### src/rtl/uart_command.sv
// Byte-level command controller: parses 'W' addr data / 'R' addr packets from the UART receiver
// into a bank of 8-bit registers and returns one response byte per packet to the transmitter.
module uart_command #(
    parameter int ADDR_WIDTH = 3,
    parameter int TIMEOUT    = 25000
) (
    input  logic                          clk,
    input  logic                          rst,
    input  logic                          rcv_stb,
    input  logic [7:0]                    rcv_dat,
    output logic                          rcv_rdy,
    output logic                          xmt_stb,
    output logic [7:0]                    xmt_dat,
    input  logic                          xmt_rdy,
    output logic [8*(2**ADDR_WIDTH)-1:0]  regs,
    output logic                          wr_stb,
    output logic [ADDR_WIDTH-1:0]         wr_adr,
    output logic [7:0]                    err
);
    localparam int TW = $clog2(TIMEOUT + 1);
    localparam logic [7:0] CMD_W   = 8'h57;
    localparam logic [7:0] CMD_R   = 8'h52;
    localparam logic [7:0] RSP_OK  = 8'h4B;
    localparam logic [7:0] RSP_ERR = 8'h3F;

    typedef enum logic [1:0] {CMD, ADDR, DATA, RESP} state_t;

    // Handshake: a byte moves on a rising edge only when its strobe and the
    // matching ready are both high; xmt_stb/xmt_dat hold until that edge.
    state_t         state;
    logic           is_write;
    logic [7:0]     adr_q;
    logic [TW-1:0]  tmo_cnt;
    logic           rcv_xfer;
    logic           xmt_xfer;

    assign rcv_xfer = rcv_stb && rcv_rdy;
    assign xmt_xfer = xmt_stb && xmt_rdy;

    function automatic logic adr_bad(input logic [7:0] a);
        return (a >> ADDR_WIDTH) != 8'd0;
    endfunction

    function automatic logic [7:0] err_next(input logic [7:0] e);
        return (e == 8'hFF) ? e : e + 8'd1;
    endfunction

    always_ff @(posedge clk) begin
        if (!rst) begin
            state    <= CMD;
            regs     <= '0;
            err      <= 8'd0;
            tmo_cnt  <= '0;
            wr_stb   <= 1'b0;
            wr_adr   <= '0;
            xmt_stb  <= 1'b0;
            xmt_dat  <= 8'd0;
            rcv_rdy  <= 1'b0;
            is_write <= 1'b0;
            adr_q    <= 8'd0;
        end else begin
            wr_stb <= 1'b0;
            case (state)
                CMD: begin
                    rcv_rdy <= 1'b1;
                    tmo_cnt <= '0;
                    if (rcv_xfer) begin
                        if (rcv_dat == CMD_W || rcv_dat == CMD_R) begin
                            state    <= ADDR;
                            is_write <= (rcv_dat == CMD_W);
                        end else begin
                            state   <= RESP;
                            rcv_rdy <= 1'b0;
                            xmt_stb <= 1'b1;
                            xmt_dat <= RSP_ERR;
                            err     <= err_next(err);
                        end
                    end
                end
                ADDR, DATA: begin
                    if (rcv_xfer) begin
                        tmo_cnt <= '0;
                        if (state == ADDR) begin
                            adr_q <= rcv_dat;
                            if (is_write) begin
                                state <= DATA;
                            end else begin
                                state   <= RESP;
                                rcv_rdy <= 1'b0;
                                xmt_stb <= 1'b1;
                                if (adr_bad(rcv_dat)) begin
                                    xmt_dat <= RSP_ERR;
                                    err     <= err_next(err);
                                end else begin
                                    xmt_dat <= regs[{rcv_dat[ADDR_WIDTH-1:0], 3'b000} +: 8];
                                end
                            end
                        end else begin
                            state   <= RESP;
                            rcv_rdy <= 1'b0;
                            xmt_stb <= 1'b1;
                            if (adr_bad(adr_q)) begin
                                xmt_dat <= RSP_ERR;
                                err     <= err_next(err);
                            end else begin
                                regs[{adr_q[ADDR_WIDTH-1:0], 3'b000} +: 8] <= rcv_dat;
                                wr_stb  <= 1'b1;
                                wr_adr  <= adr_q[ADDR_WIDTH-1:0];
                                xmt_dat <= RSP_OK;
                            end
                        end
                    end else if (tmo_cnt == TW'(TIMEOUT - 1)) begin
                        // Stalled packet: drop it silently and count the error.
                        state   <= CMD;
                        tmo_cnt <= '0;
                        err     <= err_next(err);
                    end else begin
                        tmo_cnt <= tmo_cnt + TW'(1);
                    end
                end
                RESP: begin
                    if (xmt_xfer) begin
                        state   <= CMD;
                        xmt_stb <= 1'b0;
                        rcv_rdy <= 1'b1;
                    end
                end
                default: state <= CMD;
            endcase
        end
    end
endmodule
### config.mk
export PLATFORM = sky130hd
export DESIGN_NAME = uart_command
export DESIGN_NICKNAME = d
export VERILOG_FILES = /design/src/rtl/uart_command.sv
export SDC_FILE = /design/constraint.sdc
export NUM_CORES = 1
export LEC_CHECK = 0
export CORE_ASPECT_RATIO = 1.1
export CORE_MARGIN = 2
export CORE_UTILIZATION = 47
export CTS_CLUSTER_SIZE = 25
export DETAILED_ROUTE_END_ITERATION = 7
export HOLD_SLACK_MARGIN = 0.05
export PLACE_DENSITY = 0.86
export SYNTH_ARGS = -nofsm -noshare
export SYNTH_HDL_FRONTEND = slang
export SYNTH_SLANG_ARGS = --single-unit
export TNS_END_PERCENT = 10
### constraint.sdc
create_clock -name clk -period 2.5 [get_ports clk]
set_input_delay 0.25 -clock clk [delete_from_list [all_inputs] [get_ports clk]]
set_output_delay 0.25 -clock clk [all_outputs]
set_load 0.02 [all_outputs]
After elaboration in Yosys (flattened, before gate mapping)
Index checks and enable logic that the tools add are counted.

operators by class
  eq/ne operators = 16
  $add $sub $neg = 3
  shifts and indexed selects = 3
  reduce and logical (&&, ||, !) cells = 17
  multiplexer cells = 45
  bitwise gates (word level) = 5

operators by type and width
  cell                                                  count
  2-to-1 mux 8 bit                                      15
  bitwise mux 64 bit                                    1
  variable shift 8 x 8 -> 64 bit, first input constant  1
  variable part select 64 x 7 -> 8 bit                  1
  variable part select 8 x 8 -> 64 bit                  1
  case mux 8 bit (2 select lines)                       2
  2-to-1 mux 15 bit                                     2
  case mux 15 bit (2 select lines)                      1
  equality test 8 x 7 -> 1 bit, second input constant   2
  nonzero test 8 bit                                    2
  adder 15 x 1 -> 15 bit, second input constant         1
  equality test 15 bit, second input constant           1
  2-to-1 mux 1 bit                                      14
  2-to-1 mux 2 bit                                      6
  inequality test 4 bit, second input constant          3
  AND reduction 3 bit                                   4
  AND reduction 5 bit                                   2
  adder 8 x 1 -> 8 bit, second input constant           1
  equality test 8 bit, second input constant            1
  inequality test 2 bit, second input constant          4
  negator 6 -> 8 bit                                    1
  2-to-1 mux 7 bit                                      1
  AND reduction 7 bit                                   1
  inequality test 3 bit, second input constant          2
  12 further kinds                                      19

storage, ports and cells
  register bits = 112
  input port bits = 12

Longest topological paths before layout
  depth in word-level cells = 7
  depth in mapped cells = 10
  depth with buffers taken out = 8

Worst setup path after synthesis
Ideal clock, no wire load.

  path type = register to register
  from = register adr_q[0]
  to = register regs[32]
  buffers on the path = 2
  setup slack = 0.084 ns
  data arrival time = 2.284 ns
  data required time = 2.368 ns
  stages on the path, launching flop included = 11
  library setup time = 0.132 ns
  clock period less this slack = 2.416 ns
  path through = dfxtp_1 > clkbuf_1 > inv_1 > ha_1 > ha_1 > nand2b_1 > or3_1 > or3_1 > clkbuf_1 > nand2_1 > a21oi_1

between the ends
  word-level cells in the longest chain between the ends = 3
  elaborated cells between the ends (all ways) = 4
  those cells by class = add/sub: 1; shift: 2; mux: 1

ends and longest elaborated chain
  item                                                                                           line  RTL
  start, declared                                                                                32    logic [7:0] adr_q;
  start signal, assigned                                                                         84    adr_q <= rcv_dat;
  negator 6 -> 8 bit (*)                                                                         106   regs[{adr_q[ADDR_WIDTH-1:0], 3'b000} +: 8] <= rcv_dat;
  variable part select 8 x 8 -> 64 bit / variable shift 8 x 8 -> 64 bit (equally long branches)  106
  bitwise mux 64 bit (*)                                                                         106
  end signal, assigned by index                                                                  106
  end, declared                                                                                  15    output logic [8*(2**ADDR_WIDTH)-1:0] regs,

Every way passes the cells marked *; elsewhere a longest branch is shown, timed or not.
A chain may end at the register's enable or synchronous reset.

Worst setup path after layout
  from = register adr_q[1]
  to = register regs[39]

Same word-level chain as after synthesis.

==> results.md <==
* Top cell type's share of synthesized area at 42.8%
* Max_cap viols at 0
* Post-synth EDFFs at 0
* Largest family of logic cells by synthesized area: simple AND/OR/NAND/NOR gates
* GR Overflow Total at 0
* H-tree levels at 3
* CTS tree: yes
* Drt total wl at 15100 um
* Reg-to-reg slack, setup at 0.25 ns
* Worst setup margin at 0.247 ns
* Clock slew at reported path FFs at 0.08 ns
* Routability-driven placement congestion ratio at 0.935
* CP peak stage delay at 0.44 ns
* Final slew viol count at 0
* Sequential share of the synthesized area at 42.8%
* Async S/R FF share, synth at 0%
* Layout cells sized above 1 at 11.0%
* CP Capture Type: flip-flop
* Syn Area/Cell at 9.17 um^2
* Drt pass-1 iters at 5
* Fmax at 0.444 GHz
* VDD IR max at 0.358 mV
* Post-route ant nets at 0
* Top post-synthesis cells by count: dfxtp_1 (112), nand2_1 (59), nand3_1 (52)
* Site row count at 40
* DIE HEIGHT at 115 um
* Yosys cell types at 51
* Vias in the first global route at 4799
* Setup CP Type: reg2reg
* Initial core utilization at 48.0%
* Synth Area in Adders at 2.15%
* PortBufs at 97
* Cells after Synth at 571
* First-pass GRT wire length at 24200 um
* Core area at 10900 um^2
* Clk_lat worst skew at 0.36 ns
* Diodes inserted at 0
* Worst R2R Start: adr_q[1]$_SDFFE_PN0P_
* LEAKAGE at 2.33 nW
* Root cell of the clock tree: clkbuf_16
* Syn nets at 592
* 1st-iter DRT viols at 383
* I/O Pins at 98
* Final setup viols at 0
* Simple logic cell fraction of the synthesized area at 23.8%
* Slowest library cell on the worst path: nor3_2
* Flops & latches, synth at 112
* Total number of vias at 4865
* Final net count at 687
* Clock skew at 0.0100 ns
* Post-Place Worst Slack at 0.198 ns
* CTS max path bufs at 2
* Initial antenna violation count at 0
* Crit-path max FO at 8
* Largest area contributor in the netlist: dfxtp_1
* CTS Buf Count at 9
* Min Tclk post-route at 2.25 ns
* Die Width at 105 um
* Synth warn at 0
* Drc violations at 0
* CP startpoint: adr_q[1]$_SDFFE_PN0P_
* XOR/XNOR Fraction of Synth Area at 2.51%
* RSZ-0062 raised after global routing: no
* Post-synthesis compound-gate area fraction at 10.6%
* Final Cell Area at 6680 um^2
* Tcrit/Tclk final at 90.1%
* Pin count of the biggest net entering global routing at 48
* Worst Tran Pin Value at 0.643 ns
* Netlist Area Pre-Place at 5230 um^2
* WP data arrival at 2.54 ns
* Hold/Removal Path Class: in2reg
* CP cell instances: inv_1 > ha_1 > ha_1 > nand2b_1 > or3_1 > nor3_2 > nand3_1 > a21oi_1
* Sequential cell area at 2240 um^2
* Total track usage at 25.7%
* Hold Fails Final Rpt at 0
* Synth Flop Type: dfxtp_1
* CP required at 2.79 ns
* Worst hold slack at 0.322 ns
* Worst R2R End: regs[39]$_SDFFE_PN0P_
* Multiplexer share of the synthesized area at 13.2%
* Count leader, synth: dfxtp_1
* Crit path top cell by count: ha_1
* Layout Cells excl Fill at 818
* Area of the multi-input gates at 2740 um^2
* Die outline area at 12000 um^2
* Post-DP Area at 6390 um^2
* CP Capture Point: regs[39]$_SDFFE_PN0P_
* Slew HR at 57.0%
* Pwr Density at 650 nW/um^2
* Synth-to-Final Area Change at 27.6%
* Post-CTS Resized at 0
* Status: finished, final reports clean
* Hold_buf cts at 0
* Area contributors post-synth: dfxtp_1 (43%), mux4_2 (6.9%), mux2i_1 (6.3%)
* Wire length per cell at 18.5 um
* Reg2reg path depth at 8
* DP Cell Count at 802
* Setup tns final at 0 ns
* Filler cells at 931
* DPL Wire Length at 10900 um
* Post-DR vias/cell at 5.95
* CP Launch Type: flip-flop
* Post-CTS setup buffers at 0
* Clock sink count at 112
## worst min-delay path by stage
stage | startpoint | end | depth (start not counted)
2_1_floorplan | rst | err[4]$_SDFFE_PN0P_ | 2
3_3_place_gp | wr_adr[2]$_SDFFE_PN0P_ | wr_adr[2]$_SDFFE_PN0P_ | 2
3_5_place_dp | wr_adr[2]$_SDFFE_PN0P_ | wr_adr[2]$_SDFFE_PN0P_ | 2
4_1_cts | rst | err[2]$_SDFFE_PN0P_ | 2
5_1_grt | rst | err[2]$_SDFFE_PN0P_ | 2
6_report | rst | err[2]$_SDFFE_PN0P_ | 2
## critical path, delay by kind of cell, from the launching register on
family	cells	cell delay [ns]
AND/OR/NAND/NOR	4	1.12
adder cells (fa/ha/maj)	2	0.47
flip-flops	1	0.38
AO/OA/AOI/OAI	1	0.16
buffers and inverters	1	0.06
## through the flow
step                utilization [%]  power, mW
floorplan                         -       2.68
global placement               58.6       2.96
detailed placement             58.6       2.99
CTS                            61.2       4.36
global route                   61.2       4.51
finish                         61.2       4.34
## layer usage
| layer | global-route usage, % | wire (um) |
|---|---|---|
| met3 | 5.92 | 1200 |
| met2 | 44.5 | 7520 |
| met1 | 29.7 | 5650 |
| met4 | 14.0 | 740 |
| met5 | 0 | 0 |
## where the power goes
group	internal [mW]	total [mW]	switching, mW
combinational	0.419	0.990	0.571
sequential	1.88	1.97	0.0974
clock	0.691	1.37	0.683
total	2.99	4.34	1.35
## flip-flops by register name (all words and copies together) (netlist names)
register,cells
tmo_cnt,15
adr_q,8
regs,64
wr_stb,1
rcv_rdy,1
state,2
is_write,1
wr_adr,3
xmt_dat,8
err,8
xmt_stb,1
## final cells by class
| type | instances | share of cell area (%) |
|---|---|---|
| Tap cell | 147 | 2.75 |
| Inverter | 9 | 0.506 |
| Multi-Input combinational cell | 408 | 41.0 |
| Clock buffer | 10 | 3.43 |
| Sequential cell | 112 | 33.6 |
| Clock inverter | 6 | 0.787 |
| Timing Repair Buffer | 126 | 17.9 |
## placed cells by master (no fill, tap or decap), drive strengths merged, types with 2 or more instances in the layout
cell type	netlist	layout
ha	9	9
nor4b	2	2
inv	9	11
clkinv	0	2
nor4	6	6
xnor2	4	4
xor2	11	11
nor2b	4	4
nor2	49	49
nand2b	16	16
nand4b	2	2
and3	4	4
o21ai	45	45
nand3	52	52
buf	16	30
a211oi	4	4
mux4	16	16
clkdlybuf4s50	0	96
o41ai	2	2
nor3	10	10
or3	4	4
clkbuf	26	10
a21oi	33	33
clkinvlp	0	2
dfxtp	112	112
a21boi	2	2
and4	6	6
nand2	59	59
nand4bb	2	2
mux2i	33	33
nand4	22	22
## cells by family after synthesis
group | after synthesis
mux | 49
flops | 112
fa+ha+maj | 9
simple gates | 241
compound gates | 94
buf+inv | 51
xor+xnor | 15
(Power assumes the default switching activity.)
